File: src/rtl/branch_unit.sv
`default_nettype none
// ============================================================================
// Module   : branch_unit
// Purpose  : Branch target and condition evaluation with an optional
//            hardware return stack for call/return.
// Config   : define BRANCH_STACK_EN to compile in the return stack;
//            without it calls act as jumps and returns are never taken.
// Revision : 1.0  initial release
// ============================================================================
module branch_unit #(
  parameter int ADDR_W      = 16,
  parameter int STACK_DEPTH = 8
) (
  input  logic              clk,
  input  logic              rst_n,
  input  logic [7:0]        cins,
  input  logic [7:0]        databus,
  input  logic [ADDR_W-1:0] pcin,
  input  logic              pcc,
  input  logic              zflag,
  input  logic              oflag,
  input  logic              cflag,
  input  logic              sflag,
  input  logic              oe,
  output logic              pcoe,
  output logic [ADDR_W-1:0] pcout,
  output logic              stack_full,
  output logic              stack_empty,
  output logic              stack_err
);

  localparam logic [1:0] KIND_JUMP = 2'b00;
  localparam logic [1:0] KIND_CALL = 2'b01;
  localparam logic [1:0] KIND_RET  = 2'b10;

  // Reject parameter sets the operand/stack layout cannot support
  if (ADDR_W < 16 || (ADDR_W % 8) != 0 || STACK_DEPTH < 2) begin : g_param_check
    $error("branch_unit: ADDR_W must be a multiple of 8 >= 16, STACK_DEPTH >= 2");
  end

  logic [ADDR_W-9:0] opnd;
  logic [ADDR_W-1:0] imm;
  logic [ADDR_W-1:0] target;
  logic [1:0]        kind;
  logic              cond;
  logic              taken;
  logic              lt;

  assign imm    = {opnd, databus};
  assign target = cins[4] ? pcin + imm : imm;
  assign kind   = cins[6:5];
  assign lt     = oflag ^ sflag;
  assign taken  = oe & cins[7] & cond;

  // Condition select decode; codes 11..15 are never true
  always_comb begin
    cond = 1'b0;
    case (cins[3:0])
      4'd0:    cond = 1'b1;
      4'd1:    cond = zflag;
      4'd2:    cond = ~zflag;
      4'd3:    cond = cflag;
      4'd4:    cond = cflag | zflag;
      4'd5:    cond = ~(cflag | zflag);
      4'd6:    cond = ~cflag;
      4'd7:    cond = lt;
      4'd8:    cond = lt | zflag;
      4'd9:    cond = ~lt & ~zflag;
      4'd10:   cond = ~lt;
      default: cond = 1'b0;
    endcase
  end

  // Operand register: shift in one byte per pcc cycle, oldest byte on top
  always_ff @(posedge clk or negedge rst_n) begin
    if (!rst_n) opnd <= '0;
    else if (pcc) opnd <= imm[ADDR_W-9:0];
  end

`ifdef BRANCH_STACK_EN
  localparam int SP_W = $clog2(STACK_DEPTH + 1);
  localparam int IX_W = $clog2(STACK_DEPTH);

  logic [SP_W-1:0]   sp;
  logic [ADDR_W-1:0] stack_mem [STACK_DEPTH];
  logic [IX_W-1:0]   top_ix;
  logic [IX_W-1:0]   push_ix;
  logic [ADDR_W-1:0] next_pc;
  logic              push;
  logic              pop;
  logic              fault;

  assign top_ix      = IX_W'(sp - SP_W'(1));
  assign push_ix     = IX_W'(sp);
  assign stack_empty = (sp == '0);
  assign stack_full  = (sp == SP_W'(STACK_DEPTH));
  assign pcout       = pcoe ? next_pc : '0;

  // Resolve the branch: calls need room, returns need an entry
  always_comb begin
    pcoe    = 1'b0;
    next_pc = target;
    push    = 1'b0;
    pop     = 1'b0;
    fault   = 1'b0;
    case (kind)
      KIND_JUMP: pcoe = taken;
      KIND_CALL: begin
        if (taken) begin
          if (stack_full) fault = 1'b1;
          else begin
            pcoe = 1'b1;
            push = 1'b1;
          end
        end
      end
      KIND_RET: begin
        next_pc = stack_mem[top_ix];
        if (taken) begin
          if (stack_empty) fault = 1'b1;
          else begin
            pcoe = 1'b1;
            pop  = 1'b1;
          end
        end
      end
      default: pcoe = 1'b0;
    endcase
  end

  // Stack pointer and sticky overflow/underflow flag
  always_ff @(posedge clk or negedge rst_n) begin
    if (!rst_n) begin
      sp        <= '0;
      stack_err <= 1'b0;
    end else begin
      if (push)     sp <= sp + SP_W'(1);
      else if (pop) sp <= sp - SP_W'(1);
      if (fault) stack_err <= 1'b1;
    end
  end

  // Return-address storage; contents are meaningless once sp is cleared
  always_ff @(posedge clk) begin
    if (push) stack_mem[push_ix] <= pcin;
  end
`else
  assign stack_full  = 1'b0;
  assign stack_empty = 1'b1;
  assign stack_err   = 1'b0;
  assign pcout       = pcoe ? target : '0;

  // Without a stack a call is a plain jump and a return has nowhere to go
  always_comb begin
    pcoe = 1'b0;
    case (kind)
      KIND_JUMP: pcoe = taken;
      KIND_CALL: pcoe = taken;
      KIND_RET:  pcoe = 1'b0;
      default:   pcoe = 1'b0;
    endcase
  end
`endif

endmodule
`default_nettype wire

File: config.mk
export PLATFORM = sky130hd
export DESIGN_NAME = branch_unit
export DESIGN_NICKNAME = d
export VERILOG_FILES = /design/src/rtl/branch_unit.sv
export SDC_FILE = /design/constraint.sdc
export NUM_CORES = 1
export LEC_CHECK = 0
export ABC_AREA = 1
export CORE_UTILIZATION = 40
export DETAILED_ROUTE_END_ITERATION = 10
export GPL_TIMING_DRIVEN = 0
export HOLD_SLACK_MARGIN = 0.1
export PLACE_DENSITY = 0.68
export SKIP_CTS_REPAIR_TIMING = 1
export SYNTH_ARGS = -nofsm -noshare
export SYNTH_HDL_FRONTEND = slang
export SYNTH_SLANG_ARGS = --single-unit
File: constraint.sdc
create_clock -name clk -period 4.3 [get_ports clk]
set_input_delay 0.86 -clock clk [delete_from_list [all_inputs] [get_ports clk]]
set_output_delay 0.86 -clock clk [all_outputs]
set_load 0.05 [all_outputs]
==> flow_summary.yaml <==
run_status:
  outcome: "completed"
floorplanning:
  coreArea_um2: 4058
  initial_util: 0.4203
  die-area_um2: 4529
  die-width_um: 67.30
  die_h_um: 67.30
  io-pin-count: 60
  num_rows: 23
clocking:
  tritoncts_num_sinks: 8
  clock_insertion_delay_worst_skew_ps: 220
  clk_pin_slew_worst_paths_ps: 50
  htree_levels: 1
  numCtsBuffers: 3
  cts_tree: "built"
  ctsLongestPathBuffers: 2
  cts-root-buf: "clkbuf_8"
sta:
  worstMarginPinSlew_ps: 532.1
  slew_headroom: 0.6447
  rsz0062_at_grt: "no"
  finalWorstPathRequiredPeriod_ps: 4159
  timing.setup.tns_ps: 0
  fin_crit_sh: 0.9672
  clock_skew_ps: 0
  fin_worst_hold_slack_ps: 546.8
  finalHoldViolCount: 0
  max_freq_ghz: 0.2404
  slew_violations: 0
  report.final.setup_viol: 0
cells_and_area:
  layout.cell_area.non_filler_um2: 2391
  top_reg_by_flops: "opnd"
  most_common_library_cell_in_the_layout_ignoring_fill_and_taps: "nand2_1"
  final_cell_mix: "nand2_1, inv_1, clkdlybuf4s50_1, nor2_1, nand3_1"
  largest_reg_flops: 8
  final_cell_count_no_fill: 432
  top_regs: "opnd x8"
  final_layout_net_count: 440
  num_antenna_cells: 0
  layout-drive-gt1-share: 0.05497
  layout-area-overhead-vs-synth_pct: 40.21
synthesis:
  post_synth_instance_area_um2: 1705
  synth_warnings: 0
  synth-seq-area-share: 0.1174
  synth.largest_area_cell: "nand2_1"
  synth.lib_cells_used.distinct: 26
  synthesis.area_per_instance_um2: 5.280
  post_synth_main_area_contributors: "nand2_1, inv_1, dfrtp_1"
  top_area_cell_type_share_of_the_netlist_area: 0.2795
  number_of_flip_flops_and_latches_in_the_synthesized_netlist: 8
  netlist_instances: 323
setup_path:
  cp.arrival_ps: 3300
  path_class: "primary input to primary output"
  path_common_cell: "nand2_1"
  crit_slowest_cell: "clkdlybuf4s50_1"
  reg2reg_slack_ps: 3520
  timing.critical_path.buf_inv: 3
  worstPathMaxFanout: 6
  cp_cell_sequence: "clkdlybuf4s50_1 -> ha_1 -> inv_1 -> nand2_1 -> nand3_1 -> nand2_1 -> xor2_1 -> nand2_1 -> a21oi_1 -> clkdlybuf4s50_1"
  cpPeakStageDelay_ps: 820
  critical_path_required_ps: 3440
  critPathTopFamily: "buffers and inverters"
  timing.critical_path.from_type: "primary input"
  cp-end-kind: "primary output"
flow_run:
  maxCapViolations: 0
route:
  antenna_violating_nets_post_route: 0
  drc_errors: 0
  post_drt_wl_per_cell_um: 11.25
  drt-pass1-iter-count: 4
  dr_total_vias: 2019
  drt_first_iter_violations: 79
  viasPerCell: 4.674
  finalWirelength_mm: 4.861
min_path:
  hold_path_class: "flop to flop"
grt:
  wire_length_of_the_first_global_routing_pass_mm: 7.707
  overflow: 0
  track_usage: 0.2255
  grt_start_max_net_pins: 11
  via_count_of_the_first_global_routing_pass: 1768
  initial_antenna_violation_count: 0
placed_design:
  portBuffers: 55
  placed_cells: 429
  finalWeightedCongestion: 0.9026
  dpl-instance-area_um2: 2322
  hpwlAfterDp_mm: 4.158
power_and_ir_drop:
  p_total_w: 0.0004362
  power.ir.vdd_worst_uv: 110.3
  cellPowerDensity_nw_per_um2: 182.4
  cellLeakagePower_nw: 1.542
[kinds of logic (layout without fill, tap and decap cells)]
family          after synthesis  in the layout  synth area share
compound gates               23             23           0.06750
fa+ha+maj                    16             16            0.1218
mux                           3              3           0.01981
buf+inv                      69            127            0.1695
other cells                   2              3          0.004404
flops                         8              8            0.1174
xor+xnor                      5              5           0.02568
simple gates                197            197            0.4740
[power by group]
group	total (W)	switching, W	internal, W	leakage, nW
registers	0.0000884	0.00000569	0.0000828	0.0958
clock network	0.0000904	0.0000297	0.0000607	0.0216
logic	0.000257	0.000150	0.000108	1.42
total	0.000436	0.000185	0.000251	1.54
[path summary, 6_finish.rpt]
| check | startpoint | to | depth (start not counted) |
|---|---|---|---|
| max | databus[2] | pcout[5] | 10 |
| min | opnd[5] | opnd[5] | 1 |
| max reg2reg | opnd[7] | opnd[7] | 1 |
| min reg2reg | opnd[5] | opnd[5] | 1 |
| max in group asynchronous | rst_n | opnd[2] | 1 |
| min in group asynchronous | rst_n | opnd[4] | 1 |
[stage by stage]
| step | worst slack, ps | util |
|---|---|---|
| after global placement | -139.3 | 0.5723 |
| after floorplan | 756.1 | - |
| final | 140.9 | 0.5893 |
| after detailed placement | -143.0 | 0.5723 |
| after global routing | 20.31 | 0.5893 |
| after CTS | -151.2 | 0.5825 |
[synth_stat cells]
cell	count
nand2_2	1
conb_1	2
dfrtp_1	8
and3b_2	1
clkbuf_1	2
inv_2	1
inv_1	60
nor2_1	34
ha_1	15
buf_2	1
xnor2_1	1
fa_1	1
nor3b_1	1
xor2_1	4
buf_4	3
and2_1	3
nor2_2	4
mux2_2	3
or2_2	1
nand3_1	24
clkbuf_8	1
nand3_2	1
a21oi_1	15
buf_6	1
o21ai_0	8
nand2_1	127
[metal layers]
layer,GRT usage,vias to the layer above,part of all wire
met1,0.2958,880,0.47
met4,0,0,0
li1,-,1090,-
met5,0,-,0
met3,0.03378,0,0.043
met2,0.4088,49,0.48
[area by class of cell]
class	count	area, um2
fillers	459	1667
plain buffers	8	60.06
clock buffers	3	41.29
inverters	61	229.0
flip-flops and latches	8	200.2
multi-input cells	247	1220
repair buffers	55	578.1
well taps	50	62.56
(Power assumes the default switching activity.)
